$ cat src/rtl/axis_frame_sink.sv
// ---------------------------------------------------------------------------
// axis_frame_sink
// AXI-Stream slave endpoint that terminates a time-tag stream. Every frame is
// reduced to one statistics record (beat count, byte count from tkeep, tuser
// of the first beat, keep/length error flags) presented on a valid/ready side
// channel. Running frame and error counters are kept alongside.
//
// Ports
//   clk, rst           single rising-edge clock, async active-high reset
//   enable             0 holds s_axis_tready low (stream stalls, state kept)
//   s_axis_*           AXI-Stream slave (tdata is not stored)
//   stat_valid/ready   record handshake
//   stat_words         beats in frame, saturates at MAX_WORDS+1
//   stat_bytes         sum of set tkeep bits, saturating
//   stat_user          tuser of the first beat
//   stat_err_keep      illegal tkeep seen somewhere in the frame
//   stat_err_len       frame ran past MAX_WORDS beats
//   frame_count        frames completed (wraps)
//   error_count        frames with any error flag (wraps)
// ---------------------------------------------------------------------------
module axis_frame_sink #(
  parameter int DATA_WIDTH = 64,
  parameter int USER_WIDTH = 32,
  parameter int KEEP_WIDTH = (DATA_WIDTH + 7) / 8,
  parameter int MAX_WORDS  = 1024,
  parameter int CNT_WIDTH  = 32,
  localparam int WORDS_W   = $clog2(MAX_WORDS + 2),
  localparam int BYTES_W   = $clog2(MAX_WORDS * KEEP_WIDTH + 1) + 1
) (
  input  logic                  clk,
  input  logic                  rst,
  input  logic                  enable,
  input  logic                  s_axis_tvalid,
  input  logic [DATA_WIDTH-1:0] s_axis_tdata,
  input  logic [KEEP_WIDTH-1:0] s_axis_tkeep,
  input  logic                  s_axis_tlast,
  input  logic [USER_WIDTH-1:0] s_axis_tuser,
  output logic                  s_axis_tready,
  output logic                  stat_valid,
  input  logic                  stat_ready,
  output logic [WORDS_W-1:0]    stat_words,
  output logic [BYTES_W-1:0]    stat_bytes,
  output logic [USER_WIDTH-1:0] stat_user,
  output logic                  stat_err_keep,
  output logic                  stat_err_len,
  output logic [CNT_WIDTH-1:0]  frame_count,
  output logic [CNT_WIDTH-1:0]  error_count
);

  localparam logic [1:0] ST_IDLE  = 2'd0;
  localparam logic [1:0] ST_FRAME = 2'd1;
  localparam logic [1:0] ST_OVF   = 2'd2;

  localparam logic [WORDS_W-1:0]   WORDS_ONE = {{(WORDS_W-1){1'b0}}, 1'b1};
  localparam logic [WORDS_W-1:0]   WORDS_SAT = WORDS_W'(MAX_WORDS + 32'd1);
  localparam logic [CNT_WIDTH-1:0] CNT_ONE   = {{(CNT_WIDTH-1){1'b0}}, 1'b1};

  // Number of set byte enables in one beat.
  function automatic logic [BYTES_W-1:0] keep_popcount(input logic [KEEP_WIDTH-1:0] k);
    logic [BYTES_W-1:0] n;
    n = '0;
    for (int i = 0; i < KEEP_WIDTH; i++) begin
      n = n + {{(BYTES_W-1){1'b0}}, k[i]};
    end
    return n;
  endfunction

  // Non-last beats must be full; the last beat must be a nonzero run of ones
  // starting at byte 0 (k & (k+1) is zero only for such runs, incl. all ones).
  function automatic logic keep_illegal(input logic [KEEP_WIDTH-1:0] k, input logic last);
    logic [KEEP_WIDTH-1:0] k_inc;
    k_inc = k + {{(KEEP_WIDTH-1){1'b0}}, 1'b1};
    if (last) begin
      return (k == '0) || ((k & k_inc) != '0);
    end else begin
      return (k != '1);
    end
  endfunction

  logic [1:0]            state_r;
  logic [WORDS_W-1:0]    words_r;
  logic [BYTES_W-1:0]    bytes_r;
  logic [USER_WIDTH-1:0] user_r;
  logic                  err_keep_r;
  logic                  err_len_r;

  logic [1:0]            nxt_state_s;
  logic [WORDS_W-1:0]    nxt_words_s;
  logic [BYTES_W-1:0]    nxt_bytes_s;
  logic [USER_WIDTH-1:0] nxt_user_s;
  logic                  nxt_err_keep_s;
  logic                  nxt_err_len_s;
  logic                  emit_s;

  logic                  accept_s;
  logic [BYTES_W-1:0]    beat_bytes_s;
  logic                  beat_bad_s;
  logic [BYTES_W:0]      bytes_sum_s;
  logic [BYTES_W-1:0]    bytes_sat_s;
  logic                  unused_s;

  // tready only looks at enable and the record slot, never at tvalid.
  assign s_axis_tready = ~rst & enable & (~stat_valid | stat_ready);
  assign accept_s      = s_axis_tvalid & s_axis_tready;
  assign beat_bytes_s  = keep_popcount(s_axis_tkeep);
  assign beat_bad_s    = keep_illegal(s_axis_tkeep, s_axis_tlast);
  assign bytes_sum_s   = {1'b0, bytes_r} + {1'b0, beat_bytes_s};
  assign bytes_sat_s   = bytes_sum_s[BYTES_W] ? {BYTES_W{1'b1}} : bytes_sum_s[BYTES_W-1:0];
  assign unused_s      = ^{s_axis_tdata, 1'b0};

  // Next-state / accumulator update for one accepted beat.
  always_comb begin
    nxt_state_s    = state_r;
    nxt_words_s    = words_r;
    nxt_bytes_s    = bytes_r;
    nxt_user_s     = user_r;
    nxt_err_keep_s = err_keep_r;
    nxt_err_len_s  = err_len_r;
    emit_s         = 1'b0;
    if (accept_s) begin
      case (state_r)
        ST_IDLE: begin
          nxt_words_s    = WORDS_ONE;
          nxt_bytes_s    = beat_bytes_s;
          nxt_user_s     = s_axis_tuser;
          nxt_err_keep_s = beat_bad_s;
          nxt_err_len_s  = 1'b0;
          if (s_axis_tlast) begin
            emit_s      = 1'b1;
            nxt_state_s = ST_IDLE;
          end else begin
            nxt_state_s = ST_FRAME;
          end
        end
        ST_FRAME: begin
          nxt_words_s    = words_r + WORDS_ONE;
          nxt_bytes_s    = bytes_sat_s;
          nxt_err_keep_s = err_keep_r | beat_bad_s;
          if (nxt_words_s == WORDS_SAT) begin
            nxt_err_len_s = 1'b1;
            nxt_state_s   = ST_OVF;
          end else begin
            nxt_state_s   = ST_FRAME;
          end
          // A tlast on the overflowing beat closes the frame directly.
          if (s_axis_tlast) begin
            emit_s      = 1'b1;
            nxt_state_s = ST_IDLE;
          end else begin
            emit_s      = 1'b0;
          end
        end
        ST_OVF: begin
          // words and bytes stay frozen at their saturated values
          nxt_err_keep_s = err_keep_r | beat_bad_s;
          if (s_axis_tlast) begin
            emit_s      = 1'b1;
            nxt_state_s = ST_IDLE;
          end else begin
            nxt_state_s = ST_OVF;
          end
        end
        default: begin
          nxt_state_s = ST_IDLE;
        end
      endcase
    end else begin
      emit_s = 1'b0;
    end
  end

  // Frame accumulator and FSM registers; reset discards any partial frame.
  always_ff @(posedge clk or posedge rst) begin
    if (rst) begin
      state_r    <= ST_IDLE;
      words_r    <= '0;
      bytes_r    <= '0;
      user_r     <= '0;
      err_keep_r <= 1'b0;
      err_len_r  <= 1'b0;
    end else begin
      state_r    <= nxt_state_s;
      words_r    <= nxt_words_s;
      bytes_r    <= nxt_bytes_s;
      user_r     <= nxt_user_s;
      err_keep_r <= nxt_err_keep_s;
      err_len_r  <= nxt_err_len_s;
    end
  end

  // Record slot and counters. A new record can only arrive when the slot is
  // empty or being consumed this cycle (tready guarantees it), so loading
  // over a consumed record keeps stat_valid high without a bubble.
  always_ff @(posedge clk or posedge rst) begin
    if (rst) begin
      stat_valid    <= 1'b0;
      stat_words    <= '0;
      stat_bytes    <= '0;
      stat_user     <= '0;
      stat_err_keep <= 1'b0;
      stat_err_len  <= 1'b0;
      frame_count   <= '0;
      error_count   <= '0;
    end else if (emit_s) begin
      stat_valid    <= 1'b1;
      stat_words    <= nxt_words_s;
      stat_bytes    <= nxt_bytes_s;
      stat_user     <= nxt_user_s;
      stat_err_keep <= nxt_err_keep_s;
      stat_err_len  <= nxt_err_len_s;
      frame_count   <= frame_count + CNT_ONE;
      if (nxt_err_keep_s | nxt_err_len_s) begin
        error_count <= error_count + CNT_ONE;
      end else begin
        error_count <= error_count;
      end
    end else if (stat_ready) begin
      stat_valid    <= 1'b0;
    end else begin
      stat_valid    <= stat_valid;
    end
  end

endmodule

$ cat config.mk
export PLATFORM = sky130hd
export DESIGN_NAME = axis_frame_sink
export DESIGN_NICKNAME = d
export VERILOG_FILES = /design/src/rtl/axis_frame_sink.sv
export SDC_FILE = /design/constraint.sdc
export NUM_CORES = 1
export LEC_CHECK = 0
export CAP_MARGIN = 20
export CORE_ASPECT_RATIO = 0.5
export CORE_MARGIN = 10
export CORE_UTILIZATION = 50
export CTS_BUF_LIST = sky130_fd_sc_hd__clkbuf_16
export DETAILED_ROUTE_END_ITERATION = 7
export PLACE_DENSITY = 0.82
export SLEW_MARGIN = 5
export SYNTH_ARGS = -nofsm -noshare
export SYNTH_HDL_FRONTEND = slang
export SYNTH_SLANG_ARGS = --single-unit
$ cat constraint.sdc
create_clock -name clk -period 11.4 [get_ports clk]
set_input_delay 1.71 -clock clk [delete_from_list [all_inputs] [get_ports clk]]
set_output_delay 1.71 -clock clk [all_outputs]
set_load 0.03 [all_outputs]
Word-level counts from Yosys, hierarchy flattened
Index checks and enable logic that the tools add are counted.
{ "word_totals": {"output_inout_bits": 126, "inputBits": 110, "reg_bits": 187, "elab_cells": 70} }
{ "classes": {"n_bitwise": 9, "n_mux": 23, "eq_ne": 4, "add_sub_neg": 12, "reduce_logical": 8} }
{ "op_table": {"columns": ["operator", "count"], "rows": [
  ["32-bit by 1-bit adder with 32-bit output (second input constant)", 2],
  ["32-bit two-way mux", 2],
  ["15-bit two-way mux", 2],
  ["15-bit case mux with 2 select lines", 1],
  ["11-bit case mux with 2 select lines", 1],
  ["15-bit by 8-bit adder with 16-bit output", 1],
  ["11-bit by 1-bit adder with 11-bit output (second input constant)", 1],
  ["11-bit equality test (second input constant)", 1],
  ["11-bit two-way mux", 1],
  ["1-bit two-way mux", 10],
  ["7-bit by 1-bit adder with 8-bit output", 1],
  ["8-bit by 1-bit adder with 8-bit output (second input constant)", 1],
  ["8-bit bitwise AND", 1],
  ["8-bit zero test", 1],
  ["8-bit != test (second input constant)", 1],
  ["8-bit nonzero test", 1],
  ["6-bit by 1-bit adder with 7-bit output", 1],
  ["5-bit by 1-bit adder with 6-bit output", 1],
  ["2-bit two-way mux", 3],
  ["2-bit case mux with 3 select lines", 1],
  ["4-bit by 1-bit adder with 5-bit output", 1],
  ["3-bit by 1-bit adder with 4-bit output", 1],
  ["1-bit case mux with 2 select lines", 2],
  ["2-bit by 1-bit adder with 3-bit output", 1],
  ["other kinds (12)", 17]
]} }

Logic depth before layout (Yosys ltp)
{ "depth": {"depth_word": 11, "ltp_mapped": 17, "ltp_nobuf": 16} }

Worst setup path before layout
No wires, ideal clock.
{ "synth_timing": {"kind": "in2reg", "from": "input s_axis_tkeep[0]", "to": "register stat_bytes[4]", "required_time_ns": 11.275, "setup_ns": 0.125, "slack_ns": 5.593, "path_stages": 16, "t_arrival_ns": 5.683, "n_path_buf": 1, "path_cell_list": "inv_1 > fa_1 > fa_1 > fa_1 > inv_1 > ha_1 > fa_1 > ha_1 > a21o_1 > a21o_1 > a21oi_2 > or2_1 > buf_2 > nand3_1 > o221a_2 > mux2_2"} }
{ "synth_between": {"elab_chain_cells": 11} }
{ "synth_rtl": {"columns": ["item", "line", "text"], "rows": [
  ["start: declaration", "35", "input logic [KEEP_WIDTH-1:0] s_axis_tkeep,"],
  ["1-bit by 1-bit adder with 2-bit output (*)", "63", "n = n + {{(BYTES_W-1){1'b0}}, k[i]};"],
  ["2-bit by 1-bit adder with 3-bit output (*)", "63", null],
  ["3-bit by 1-bit adder with 4-bit output (*)", "63", null],
  ["4-bit by 1-bit adder with 5-bit output (*)", "63", null],
  ["5-bit by 1-bit adder with 6-bit output (*)", "63", null],
  ["6-bit by 1-bit adder with 7-bit output (*)", "63", null],
  ["7-bit by 1-bit adder with 8-bit output (*)", "63", null],
  ["15-bit by 8-bit adder with 16-bit output", "107", "assign bytes_sum_s = {1'b0, bytes_r} + {1'b0, beat_bytes_s};"],
  ["15-bit two-way mux", "108", "assign bytes_sat_s = bytes_sum_s[BYTES_W] ? {BYTES_W{1'b1}} : bytes_sum_s[BYTES_W-1:0];"],
  ["15-bit case mux with 2 select lines (*)", "121", "case (state_r)"],
  ["15-bit two-way mux (*)", "120", "if (accept_s) begin"],
  ["net nxt_bytes_s[4]", "89", "logic [BYTES_W-1:0] nxt_bytes_s;"],
  ["end signal: assignment", "207", "stat_bytes <= nxt_bytes_s;"],
  ["end: declaration", "42", "output logic [BYTES_W-1:0] stat_bytes,"]
]} }
Mark *: on every way through the listed nets, which the timed path passes. The rest lies on a longest branch.
A chain may end at the register's enable or synchronous reset.

Final worst setup path
Ends and elaborated chain as after synthesis.

==> results.cfg <==
[clocking]
cts_tree = built
insertion_delay_ns = 0.42
clock_path_buffers = 2
post_cts_resized = 0
ctsRootBufferMaster = clkbuf_16
cts.sinks = 187
clk_pin_slew_ns = 0.07
cts_hold_buf = 0
postCtsSetupBuffers = 0
htree_levels = 4
cts_buffers = 17

[setup_path]
worstSetupPathType = input pin to flip-flop
ff2ff_setup_slack_ns = 8.16
cp_max_fo = 9
critPathLaunchType = input pin
worstPathRequired_ns = 11.70
crit_arrival_ns = 6.70
crit_path_end_kind = flip-flop

[detailed_routing]
drt-total-wl_microns = 21700
firstDrtPassIters = 5
routedWlPerCell_microns = 16.7
viasPerCell = 5.32
drt_iter0_markers = 616
vias = 6913
final_antenna_net_count = 0
drcViolationCount = 0

[floorplan]
core_area_sq_um = 17300
num_rows = 34
num_io_pins = 236
start_util = 0.507
die_h_microns = 114
fp.dieW_microns = 207
die-area_sq_um = 23600

[timing]
final_min_period_over_clock_period = 0.561
final-setup-viol-count = 0
rsz0062_at_grt = false
max_freq_ghz = 0.156
max_slew_margin = 0.405
min_period_ns = 6.39
hold_violations = 0
finalWorstSetupSlack_ns = 5.01
tightest_slew_ns = 0.893
fin_setup_tns_ns = 0
worst_clock_skew_ns = 0.0162
maxSlewViolCount = 0

[place]
numPortBuffers = 171
dp.cells = 1264
gp_congestion = 0.853
dp_hpwl_microns = 15500
post_dp_cell_area_sq_um = 10700
preCtsSetupSlack_ns = 4.62

[cells_and_area]
drive_gt1_frac = 0.0894
design_area_sq_um = 11300
nets = 1183
syn_to_final_growth_pct = 28.6
final_cells = 1299

[power]
total_power_mw = 1.90
power.density_nw_per_um2 = 169
ir_drop_uv = 110
leakage_nw = 5.24

[synthesis]
ys.flop_type = dfrtp_1
synthDistinctLibCells = 68
synth_seq_cells = 187
synth_most_common_cell = nand2_1
yosys-top-cells-count = nand2_1 (247), dfrtp_1 (187), xnor2_1 (48)
synth_edf_count = 0
netlist_area_sq_um = 8780
yosysTopAreaCell = dfrtp_1
syn_area_per_cell_sq_um = 9.91
synth_warnings = 0
syn_inst = 886
synth_top_area_frac = 0.533
seq_area_frac_synth = 0.533
synth_nets = 1019
synth_area_leaders = dfrtp_1 (53%), nand2_1 (11%), xnor2_1 (4.8%)
async_flop_share = 1.00

[global_route]
grt_pass1_wl_microns = 35900
grt_pass1_vias = 7086
gr-total-overflow = 0
grt_use_total = 0.182
grt_max_degree = 116
antenna_found_initial = 2

[outcome]
outcome = complete, no violations

[worst_hold_path]
min_path_type = flip-flop to flip-flop

[job]
drv_cap = 0
==> final cells by class <==
class	instances	area [sq um]
Antenna cell	2	5.00
Clock buffer	17	425
Clock inverter	15	155
Fill cell	1354	6030
Inverter	35	136
Multi-Input combinational cell	630	3800
Sequential cell	187	4680
Tap cell	234	293
Timing Repair Buffer	179	1790
==> sequential cells by signal, summed over array words and instances (netlist names), 2 cells and up <==
signal       cells
error_count     32
stat_bytes      15
stat_words      11
frame_count     32
stat_user       32
user_r          32
state_r          2
words_r         11
bytes_r         15
==> metal layers <==
metal	vias to the layer above	track usage	part of all wire
met3	25	0.0483	0.052
met5	-	0	0
met4	0	0.0638	0.017
li1	3293	-	-
met1	3445	0.217	0.42
met2	150	0.314	0.51
==> worst max-delay path: stages <==
cell and delay (ns):
clkdlybuf4s50_1 0.53, inv_1 0.11, fa_1 0.56, fa_1 0.42, fa_1 0.50, inv_1 0.05
ha_1 0.20, fa_1 0.59, ha_1 0.27, a21o_1 0.16, a21o_1 0.21, a21oi_2 0.32
or2_1 0.36, nand3_1 0.16, o221a_2 0.30, mux2_2 0.26
==> placed cells by master, fill, tap and decap left out, types with 17 or more instances in the layout <==
cell type,instances
o21ai_0,32
xnor2_1,48
clkdlybuf4s50_1,171
nor2_1,40
clkbuf_16,17
ha_1,18
dfrtp_1,187
xor2_1,18
inv_1,34
nand2_1,247
mux2_2,22
nand4_1,29
nand3_1,26
==> where the power goes <==
group	total [mW]	internal (mW)	switching (mW)
clock	0.578	0.293	0.285
sequential	0.825	0.761	0.0641
combinational	0.502	0.204	0.299
==> cells by family (layout without fill, tap and decap cells) <==
kind of cell / Yosys count / after routing / share of synthesized area
adder cells (fa/ha/maj): 23 / 23 / 0.0371
AO/OA/AOI/OAI: 89 / 89 / 0.0681
multiplexers: 26 / 26 / 0.0328
AND/OR/NAND/NOR: 426 / 426 / 0.229
flip-flops: 187 / 187 / 0.533
other: 0 / 2 / 0
buffers and inverters: 69 / 246 / 0.0345
XOR/XNOR: 66 / 66 / 0.0658
==> path summary, 6_finish.rpt <==
kind	startpoint	to	depth (start not counted)
max	s_axis_tkeep[0]	stat_bytes[4]	16
min	stat_user[29]	stat_user[29]	2
max reg2reg	state_r[0]	error_count[25]	8
min reg2reg	stat_user[29]	stat_user[29]	2
max in group asynchronous	rst	bytes_r[14]	3
min in group asynchronous	rst	stat_user[26]	2
==> metrics by stage <==
step / hold WS (ns) / util
detailed placement: 0.459 / 0.617
floorplan: 0.441 / -
CTS: 0.475 / 0.650
global placement: 0.453 / 0.617
finish: 0.473 / 0.652
global route: 0.497 / 0.652
(Power assumes the default switching activity.)
